`config.mk`:
```
export PLATFORM = sky130hd
export DESIGN_NAME = dbuffer_ctrl
export DESIGN_NICKNAME = d
export VERILOG_FILES = /design/src/rtl/dbuffer_ctrl.sv
export SDC_FILE = /design/constraint.sdc
export NUM_CORES = 1
export LEC_CHECK = 0
export CAP_MARGIN = 30
export CORE_MARGIN = 10
export CORE_UTILIZATION = 35
export CTS_BUF_LIST = sky130_fd_sc_hd__clkbuf_16
export DETAILED_ROUTE_END_ITERATION = 8
export GPL_TIMING_DRIVEN = 0
export SETUP_SLACK_MARGIN = 0.05
export SYNTH_ARGS = -nofsm -noshare
export SYNTH_HDL_FRONTEND = slang
export SYNTH_SLANG_ARGS = --single-unit
```
`constraint.sdc`:
```
create_clock -name clk -period 3.87 [get_ports clk]
set_input_delay 0.5805 -clock clk [delete_from_list [all_inputs] [get_ports clk]]
set_output_delay 0.5805 -clock clk [all_outputs]
set_load 0.05 [all_outputs]
```
`src/rtl/dbuffer_ctrl.sv`:
```
// Data-buffer SRAM controller for the MEM stage. It handles byte, half and word loads and stores.
// Sub-word stores are done as read-modify-write because the SRAM has no byte enables.
module dbuffer_ctrl #(
    parameter int ADDR_WIDTH = 10
) (
    input  logic                  clk,
    input  logic                  rst_n,
    input  logic                  req_valid,
    output logic                  req_ready,
    input  logic                  req_we,
    input  logic [1:0]            req_size,
    input  logic                  req_unsigned,
    input  logic [ADDR_WIDTH+1:0] req_addr,
    input  logic [31:0]           req_wdata,
    output logic                  resp_valid,
    output logic [31:0]           resp_rdata,
    output logic                  resp_err,
    output logic                  buffer_csn,
    output logic [ADDR_WIDTH-1:0] buffer_addr,
    output logic                  buffer_write_en,
    output logic                  buffer_read_en,
    output logic [31:0]           buffer_datain,
    input  logic [31:0]           buffer_dataout
);

    typedef enum logic [3:0] {
        IDLE,
        READ,
        READ_WAIT,
        WRITE,
        RMW_RD,
        RMW_MERGE,
        RMW_WR,
        ERR,
        RESP
    } state_t;

    state_t state, state_next;

    logic                  we_q;
    logic [1:0]            size_q;
    logic                  unsigned_q;
    logic [ADDR_WIDTH+1:0] addr_q;
    logic [31:0]           wdata_q;
    logic [31:0]           merged_q;

    logic        accept;
    logic        req_bad;
    logic [7:0]  lane_byte;
    logic [15:0] lane_half;
    logic [31:0] load_ext;
    logic [31:0] merged;

    assign req_ready   = (state == IDLE);
    assign accept      = req_valid && req_ready;
    assign buffer_addr = addr_q[ADDR_WIDTH+1:2];

    always_comb begin
        req_bad = 1'b0;
        case (req_size)
            2'b01:   req_bad = req_addr[0];
            2'b10:   req_bad = (req_addr[1:0] != 2'b00);
            2'b11:   req_bad = 1'b1;
            default: req_bad = 1'b0;
        endcase
    end

    always_comb begin
        state_next = state;
        case (state)
            IDLE: begin
                if (accept) begin
                    if (req_bad)
                        state_next = ERR;
                    else if (!req_we)
                        state_next = READ;
                    else if (req_size == 2'b10)
                        state_next = WRITE;
                    else
                        state_next = RMW_RD;
                end
            end
            READ:      state_next = READ_WAIT;
            READ_WAIT: state_next = RESP;
            WRITE:     state_next = RESP;
            RMW_RD:    state_next = RMW_MERGE;
            RMW_MERGE: state_next = RMW_WR;
            RMW_WR:    state_next = RESP;
            ERR:       state_next = RESP;
            RESP:      state_next = IDLE;
            default:   state_next = IDLE;
        endcase
    end

    // The SRAM strobes come only from state and registers. They are forced idle while reset is low.
    always_comb begin
        buffer_csn      = 1'b1;
        buffer_read_en  = 1'b0;
        buffer_write_en = 1'b0;
        buffer_datain   = 32'h0;
        case (state)
            READ, RMW_RD: begin
                buffer_csn     = 1'b0;
                buffer_read_en = 1'b1;
            end
            WRITE: begin
                buffer_csn      = 1'b0;
                buffer_write_en = 1'b1;
                buffer_datain   = wdata_q;
            end
            RMW_WR: begin
                buffer_csn      = 1'b0;
                buffer_write_en = 1'b1;
                buffer_datain   = merged_q;
            end
            default: ;
        endcase
        if (!rst_n) begin
            buffer_csn      = 1'b1;
            buffer_read_en  = 1'b0;
            buffer_write_en = 1'b0;
        end
    end

    always_comb begin
        lane_byte = buffer_dataout[{addr_q[1:0], 3'b000} +: 8];
        lane_half = buffer_dataout[{addr_q[1], 4'b0000} +: 16];
        case (size_q)
            2'b00:   load_ext = unsigned_q ? {24'h0, lane_byte}
                                           : {{24{lane_byte[7]}}, lane_byte};
            2'b01:   load_ext = unsigned_q ? {16'h0, lane_half}
                                           : {{16{lane_half[15]}}, lane_half};
            default: load_ext = buffer_dataout;
        endcase
    end

    always_comb begin
        merged = buffer_dataout;
        if (size_q == 2'b00)
            merged[{addr_q[1:0], 3'b000} +: 8] = wdata_q[7:0];
        else
            merged[{addr_q[1], 4'b0000} +: 16] = wdata_q[15:0];
    end

    always_ff @(posedge clk) begin
        if (!rst_n) begin
            state      <= IDLE;
            we_q       <= 1'b0;
            size_q     <= 2'b00;
            unsigned_q <= 1'b0;
            addr_q     <= '0;
            wdata_q    <= 32'h0;
            merged_q   <= 32'h0;
            resp_valid <= 1'b0;
            resp_rdata <= 32'h0;
            resp_err   <= 1'b0;
        end else begin
            state <= state_next;
            if (accept) begin
                we_q       <= req_we;
                size_q     <= req_size;
                unsigned_q <= req_unsigned;
                addr_q     <= req_addr;
                wdata_q    <= req_wdata;
            end
            if (state == RMW_MERGE)
                merged_q <= merged;
            // The response registers load on entry to RESP, so they are valid for exactly that one cycle.
            resp_valid <= (state_next == RESP);
            resp_err   <= (state == ERR);
            resp_rdata <= (state == READ_WAIT) ? load_ext : 32'h0;
        end
    end

endmodule

```
# After elaboration in Yosys (flattened, before gate mapping)
# Cells that the tools add are included.
# Widths: inputs -> output; s select.
# totals
register_bits	117
wordCells	57
out_inout_bits	80
inputBits	83
# op_classes
n_eq_ne	12
shift	6
reduce_logical	9
addsub	2
n_mux	19
# op_table
cell	count
$pmux 32 s2	2
$mux 32	3
$bwmux 32	2
$shift 16x7->32 const A	1
$shift 8x7->32 const A	1
$shiftx 16x7->32	1
$shiftx 32x6->16	1
$shiftx 32x6->8	1
$shiftx 8x7->32	1
$pmux 4 s5	1
$eq 4x3->1 const B	4
$neg 5->7	2
$mux 3	3
$eq 4x2->1 const B	2
$reduce_or 4->1	2
$mux 1	6
$eq 2x1->1 const B	2
$eq 2x2->1 const B	2
$eq 4x1->1 const B	1
$eq 4x4->1 const B	1
$logic_not 4->1	1
$mux 4	1
$reduce_or 2->1	2
$pmux 1 s3	1
other kinds (4)	4

# Depth between registers and ports, before layout
# Gate-level depths: netlist (run 1).
# depth
ltp_word	7
depth_mapped	8
mapped_depth_nobuf	6

# Worst setup path after synthesis (run 1)
# Ideal clock, no wire load.
# synth_path
path_type	input to output
start	input rst_n
end	output buffer_read_en
n_path_buf	1
arrival_ns	2.171
path_slack_ns	1.119
stages	4
t_required_ns	3.289
cell_sequence	clkbuf_1 nor2b_1 nand2_1 nor2_1
# synth_between
elab_chain_cells	1
# synth_lines
item	line_no	rtl
start, declared	7	input logic rst_n,
$mux 1	118	if (!rst_n) begin
end, declared	21	output logic buffer_read_en,
# No other way between the ends.

# Final worst setup path (run 1)
# layout_path
start	register state[1]
end	output buffer_datain[18]
# layout_between
elab_chain_cells	2
elab_cells_between_ends	3
classes_between	2 x eq/ne; 1 x mux
# layout_lines
item	line_no	rtl
start, declared	38	state_t state, state_next;
start signal, assigned	158	state <= state_next;
$eq 4x3->1 / $eq 4x2->1 (equally long branches)	101	case (state)
$pmux 32 s2 (*)	101	
end, declared	22	output logic [31:0] buffer_datain,
# Mark *: on every way between the ends. The rest lies on a longest branch, timed or not.

==> results of run 1 <==
==> state kept, by name, summed over array words and instances, names as in the netlist <==
| name | flops |
|---|---|
| merged_q | 32 |
| resp_rdata | 32 |
| wdata_q | 32 |
| addr_q | 12 |
| state | 4 |
| size_q | 2 |
| resp_err | 1 |
| resp_valid | 1 |
| unsigned_q | 1 |
==> cell usage in the layout (no fill, tap or decap), types with 21 or more instances in the layout <==
| cell type | n |
|---|---|
| a21oi_1 | 34 |
| o21ai_0 | 25 |
| nor2_1 | 33 |
| inv_1 | 22 |
| clkbuf_1 | 28 |
| a21boi_1 | 47 |
| mux2i_1 | 34 |
| a22o_1 | 48 |
| clkdlybuf4s50_1 | 161 |
| dfxtp_1 | 117 |
| nand2_1 | 103 |
| buf_2 | 21 |
==> final timing paths <==
check | start | to | slack (ns) | cells after the start
max | state[1] | buffer_datain[18] | 0.38 | 7
min | addr_q[7] | addr_q[7] | 0.45 | 2
max reg2reg | addr_q[1] | merged_q[16] | 1.09 | 8
min reg2reg | addr_q[7] | addr_q[7] | 0.45 | 2
==> per-stage QoR <==
| stage | area, sq um | instances |
|---|---|---|
| 4_1_cts | 8250 | 1072 |
| 3_5_place_dp | 7700 | 1040 |
| 2_1_floorplan | 5820 | 659 |
| 5_1_grt | 8250 | 1072 |
| 3_3_place_gp | 7700 | 1040 |
| 6_report | 8250 | 1072 |
==> metal layers <==
metal  part of all wire  global-route usage
met1               0.43               0.244
met2               0.48               0.319
met3              0.063              0.0473
met4              0.018              0.0746
met5                  0                   0
==> tightest hold or removal path, delay by kind of cell, from the launching register on <==
| kind | cells | cell delay, ns |
|---|---|---|
| AND/OR/NAND/NOR | 1 | 0.05 |
| AO/OA/AOI/OAI | 1 | 0.05 |
| flip-flops | 1 | 0.30 |
==> cell families after synthesis <==
family          synth area share
simple gates               0.151
mux                       0.0721
fa+ha+maj                 0.0108
buf+inv                   0.0768
xor+xnor                 0.00151
compound gates             0.285
flops                      0.403
==> where the power goes <==
| group | internal (mW) | leakage [nW] | switching [mW] |
|---|---|---|---|
| combinational | 0.415 | 1.94 | 0.669 |
| clock | 0.923 | 0.274 | 0.554 |
| sequential | 1.31 | 0.951 | 0.0706 |
| total | 2.64 | 3.17 | 1.29 |
==> cell type report <==
cell class / count / area [sq um]
inverters: 21 / 78.8
clock inverters: 15 / 124
fillers: 1518 / 8160
plain buffers: 68 / 368
clock buffers: 17 / 425
multi-input cells: 453 / 3030
repair buffers: 161 / 1610
flip-flops and latches: 117 / 2340
well taps: 220 / 275
==> summary.txt, run 1 <==
Die
  – Die Y: 149 um
  – Die Width: ~150 um
  – Starting Density: 0.354
  – Full die area: approximately 22000 sq um
  – I/O pin count: approximately 160
  – Core Area: about 16000 sq um
  – # rows: 47

Setup path
  – Worst path cell trace: buf_6, nor2b_1, and3b_1, clkbuf_1, buf_2, a22o_1, clkdlybuf4s50_1
  – WP data arrival: between 2 and 3 ns
  – Req. time, crit path: 3.29 ns
  – Critical-path maximum fanout: 10
  – CP endpoint kind: output pin
  – Slowest-stage cell, CP: clkdlybuf4s50_1
  – Worst setup SP type: register
  – Buf/Inv on CP: 4
  – Critical path's largest stage delay: approximately 0.84 ns
  – Critical path class: reg2out
  – CP top delay family: buffers and inverters

Power and ir drop
  – Leakage: between 3 and 4 nW
  – Pwr Total: roughly 4 mW
  – VDD IR max: 0.318 mV
  – Power per cell area: ~480 nW/um^2

Synth
  – Synthesized cell area: between 5000 and 6000 sq um
  – Post-Syn Instances: between 600 and 700
  – Synth area leaders: dfxtp_1, a22o_1, nand2_1
  – Ys flop type: dfxtp_1
  – Sequential fraction of the synthesis area: 0.403
  – Synth top area share: 0.403
  – Cell variety after synth: between 40 and 50
  – Post-synth EDFFs: 0
  – FFs w/ async S/R, synth: 0
  – Synth Net Count: approximately 750
  – Most numerous cell in the Yosys netlist: dfxtp_1
  – Post-synth top cells: dfxtp_1, nand2_1, a22o_1
  – Synth warnings: 0
  – Yosys reg bits: around 120
  – Syn avg cell area: between 8 and 9 sq um
  – Leading area contributor after synthesis: dfxtp_1

Global route
  – Vias in the first global route: between 5k and 6k
  – All-Layer GR Usage: 0.196
  – First-pass GRT wire length: 33700 um
  – Largest net degree at the start of global routing: 17
  – Initial antenna violation count: 0
  – Grt total ovfl: 0

CTS
  – Clock sinks: approximately 120
  – Clock buffer depth: 2
  – Worst-Skew Late Latency: ~0.42 ns
  – Post-cts sizing count: 0
  – Total clock buffers created by CTS: 17
  – H-tree depth: 4
  – CTS tree: done
  – Post-CTS Setup Bufs: 0
  – Clock slew at reported path FFs: 0.05 ns
  – # hold bufs at CTS: 0
  – Root Buffer: clkbuf_16

Timing
  – Worst-margin pin slew: between 0.7 and 0.8 ns
  – RSZ-0062 raised after global routing: no
  – Slew HR: 0.507
  – Final worst slack: between 0.3 and 0.4 ns
  – Worst Skew: ~0.008 ns
  – Final Setup Violations: 0
  – Slew Limit Fails: 0
  – TNS Setup: 0 ns
  – Min Clock Period, post-route: between 3 and 4 ns
  – Fmax: 287 MHz
  – Worst hold slack: around 0.45 ns
  – Period utilisation layout: 0.901
  – Hold Violations, Final: 0

Place
  – RD Place Congestion: 0.903
  – DPL Wire Length: about 17000 um
  – I/O Buffers: about 160
  – Pre-CTS setup slack: slightly below 0.9 ns

Finish
  – Post-Route Utilization: 0.503
  – Area delta synth->final: 41.9%
  – Antenna cell count: 0
  – Nets: slightly above 900
  – Share of cells above drive strength 1: 0.0939

Job
  – Max Cap Viol: 0

Drt
  – First-pass DRT Iterations: 8
  – WL per Instance: between 20 and 25 um
  – Final WL: about 22000 um
  – Drt initial violations: between 400 and 500
  – Vias per cell: between 5 and 6
  – DRC: 0
  – Vias post-DR: roughly 5.8k
  – ANT nets after route: 0

Hold path
  – Hold Crit Class: reg2reg

Outcome
  – Outcome: completed
Note: power is estimated with default switching activity, not from simulation.
==> run 2, diff against run 1 <==
--- a/config.mk
+++ b/config.mk
@@ -11,6 +11,7 @@
 export CTS_BUF_LIST = sky130_fd_sc_hd__clkbuf_16
 export DETAILED_ROUTE_END_ITERATION = 8
 export GPL_TIMING_DRIVEN = 0
+export RECOVER_POWER = 100
 export SETUP_SLACK_MARGIN = 0.05
 export SYNTH_ARGS = -nofsm -noshare
 export SYNTH_HDL_FRONTEND = slang
==> run 2 against run 1 <==
  * Die area stayed put
  * First-iteration DRC count is 13% higher
  * Clock skew is 0.00096 ns lower
  * Critical path depth stayed put
  * Non-clock buffer count stayed put
  * Worst hold slack better by 0.0072 ns
  * Cell count stayed put
  * Fmax is 1.3% lower
  * Combinational power is 6% lower
  * Critical endpoint unchanged
  * Largest cell class unchanged
==> summary.txt, run 2 (synthesized netlist as in run 1, its figures left out) <==
Outcome
  – Outcome: completed

Power and ir drop
  – Clk pwr share: 0.383
  – Switch Pwr: 1.27 mW
  – Comb pwr share: 0.262
  – Cell internal pwr: roughly 2.6 mW
  – VDD IR max: between 0.3 and 0.4 mV
  – Switch share: 0.329
  – Sequential group share of total power: 0.356
  – Power per cell area: 474 nW/um^2
  – Leakage: 3.33 nW
  – Pwr Total: just under 4 mW

Timing
  – Hold Violations, Final: 0
  – TNS Setup: 0 ns
  – RSZ-0062 raised after global routing: no
  – Worst hold slack: between 0.4 and 0.5 ns
  – Worst-margin pin slew: 1.43 ns
  – Period utilisation layout: 0.913
  – Fmax: around 280 MHz
  – Slew HR: 0.0361
  – Worst Skew: roughly 0.0072 ns
  – Final Setup Violations: 0
  – Slew Limit Fails: 0
  – Min Clock Period, post-route: around 3.5 ns

Setup path
  – Worst setup SP type: register
  – CP endpoint kind: output pin
  – Req. time, crit path: between 3 and 4 ns
  – Critical-path maximum fanout: 10
  – WP data arrival: around 3.0 ns
  – Critical path class: reg2out

Die
  – # rows: 47
  – Die Width: ~150 um
  – Die Y: 149 um
  – Full die area: around 22000 sq um
  – I/O pin count: between 150 and 200
  – Starting Density: 0.354
  – Core Area: between 15000 and 20000 sq um

Drt
  – DRC: 0
  – WL per Instance: around 20 um
  – WL met2: approximately 11000 um
  – Final WL: roughly 22000 um
  – Max Used Layer: met4
  – Met3 wire length: about 1300 um
  – ANT nets after route: 0
  – First-pass DRT Iterations: 5
  – Wl on met1: approximately 9500 um
  – Vias post-DR: 5776
  – Drt initial violations: ~500
  – Vias per cell: between 5 and 6

Finish
  – Area delta synth->final: 40.0%
  – Share of cells above drive strength 1: 0.0728
  – Finished Layout Cells: between 1k and 1.5k
  – Most common cell after layout, fill and taps aside: dfxtp_1
  – Post-route cell area: between 8000 and 9000 sq um
  – Largest regs: merged_q x32, resp_rdata x32, wdata_q x32
  – Nets: just over 900
  – Antenna cell count: 0
  – Most frequent cells in the layout: dfxtp_1, nand2_1, dlygate4sd3_1

Place
  – Placed insts: roughly 1.0k
  – DPL Wire Length: 17000 um
  – Post-place instance area: between 7000 and 8000 sq um
  – I/O Buffers: 161
  – RD Place Congestion: 0.903

CTS
  – # hold bufs at CTS: 0
  – Clock sinks: about 120
  – Post-cts sizing count: 0
  – Root Buffer: clkbuf_16
  – Clock buffer depth: 2
  – Post-CTS Setup Bufs: 0
  – Worst-Skew Late Latency: roughly 0.42 ns
  – Total clock buffers created by CTS: 17
  – CTS tree: done
  – Clock slew at reported path FFs: around 0.050 ns
  – H-tree depth: 4

Global route
  – Largest net degree at the start of global routing: 17
  – First-pass GRT wire length: about 34000 um
  – Initial antenna violation count: 0
  – All-Layer GR Usage: 0.196
  – Grt total ovfl: 0
  – Vias in the first global route: 5855

Job
  – Max Cap Viol: 0

Hold path
  – Hold Crit Class: reg2reg
## run 2: changes by cell type in the layout (fill, tap and decap cells not counted), sizes merged
cell	change
clkbuf	+12
buf	-12
clkdlybuf4s50	-81
dlygate4sd3	+81
## run 2: metrics by stage
| stage | setup WS (ns) | util |
|---|---|---|
| floorplan | 1.12 | - |
| global placement | 0.892 | 0.469 |
| detailed placement | 0.877 | 0.469 |
| CTS | 0.405 | 0.503 |
| global route | 0.184 | 0.496 |
| finish | 0.336 | 0.496 |
## run 2: worst paths after layout
path	startpoint	end	slack, ns	cells after the start
setup / recovery	state[1]	buffer_datain[18]	0.34	7
hold / removal	wdata_q[25]	wdata_q[25]	0.46	2
setup reg to reg	addr_q[1]	merged_q[0]	0.45	7
hold reg to reg	wdata_q[25]	wdata_q[25]	0.46	2
## run 2: power by group through the flow
stage	Sequential [mW]	Clock (mW)	Combinational, mW
6_report	1.37	1.48	1.01
5_1_grt	1.39	1.55	1.09
4_1_cts	1.38	1.49	1.08
3_5_place_dp	1.40	0	1.07
3_3_place_gp	1.40	0	1.06
2_1_floorplan	1.44	0	0.640
## run 2: layout make-up
| cell class | count | area [sq um] |
|---|---|---|
| fillers | 1527 | 8260 |
| multi-input cells | 453 | 2960 |
| flip-flops and latches | 117 | 2340 |
| repair buffers | 161 | 1610 |
| clock buffers | 17 | 425 |
| plain buffers | 68 | 332 |
| well taps | 220 | 275 |
| clock inverters | 15 | 124 |
| inverters | 21 | 78.8 |
## run 2: layer usage
metal | track usage | vias up
met5 | 0 | -
met4 | 0.0746 | 0
met3 | 0.0473 | 27
met2 | 0.319 | 222
met1 | 0.244 | 2779
li1 | - | 2748
## run 2: critical path, stage by stage (launching register included)
cell and delay [ns]:
dfxtp_1 0.32, buf_6 0.12, nor2b_1 0.19, and3b_1 0.18, clkbuf_1 0.25, buf_2 0.33, a22o_1 0.23, dlygate4sd3_1 0.90
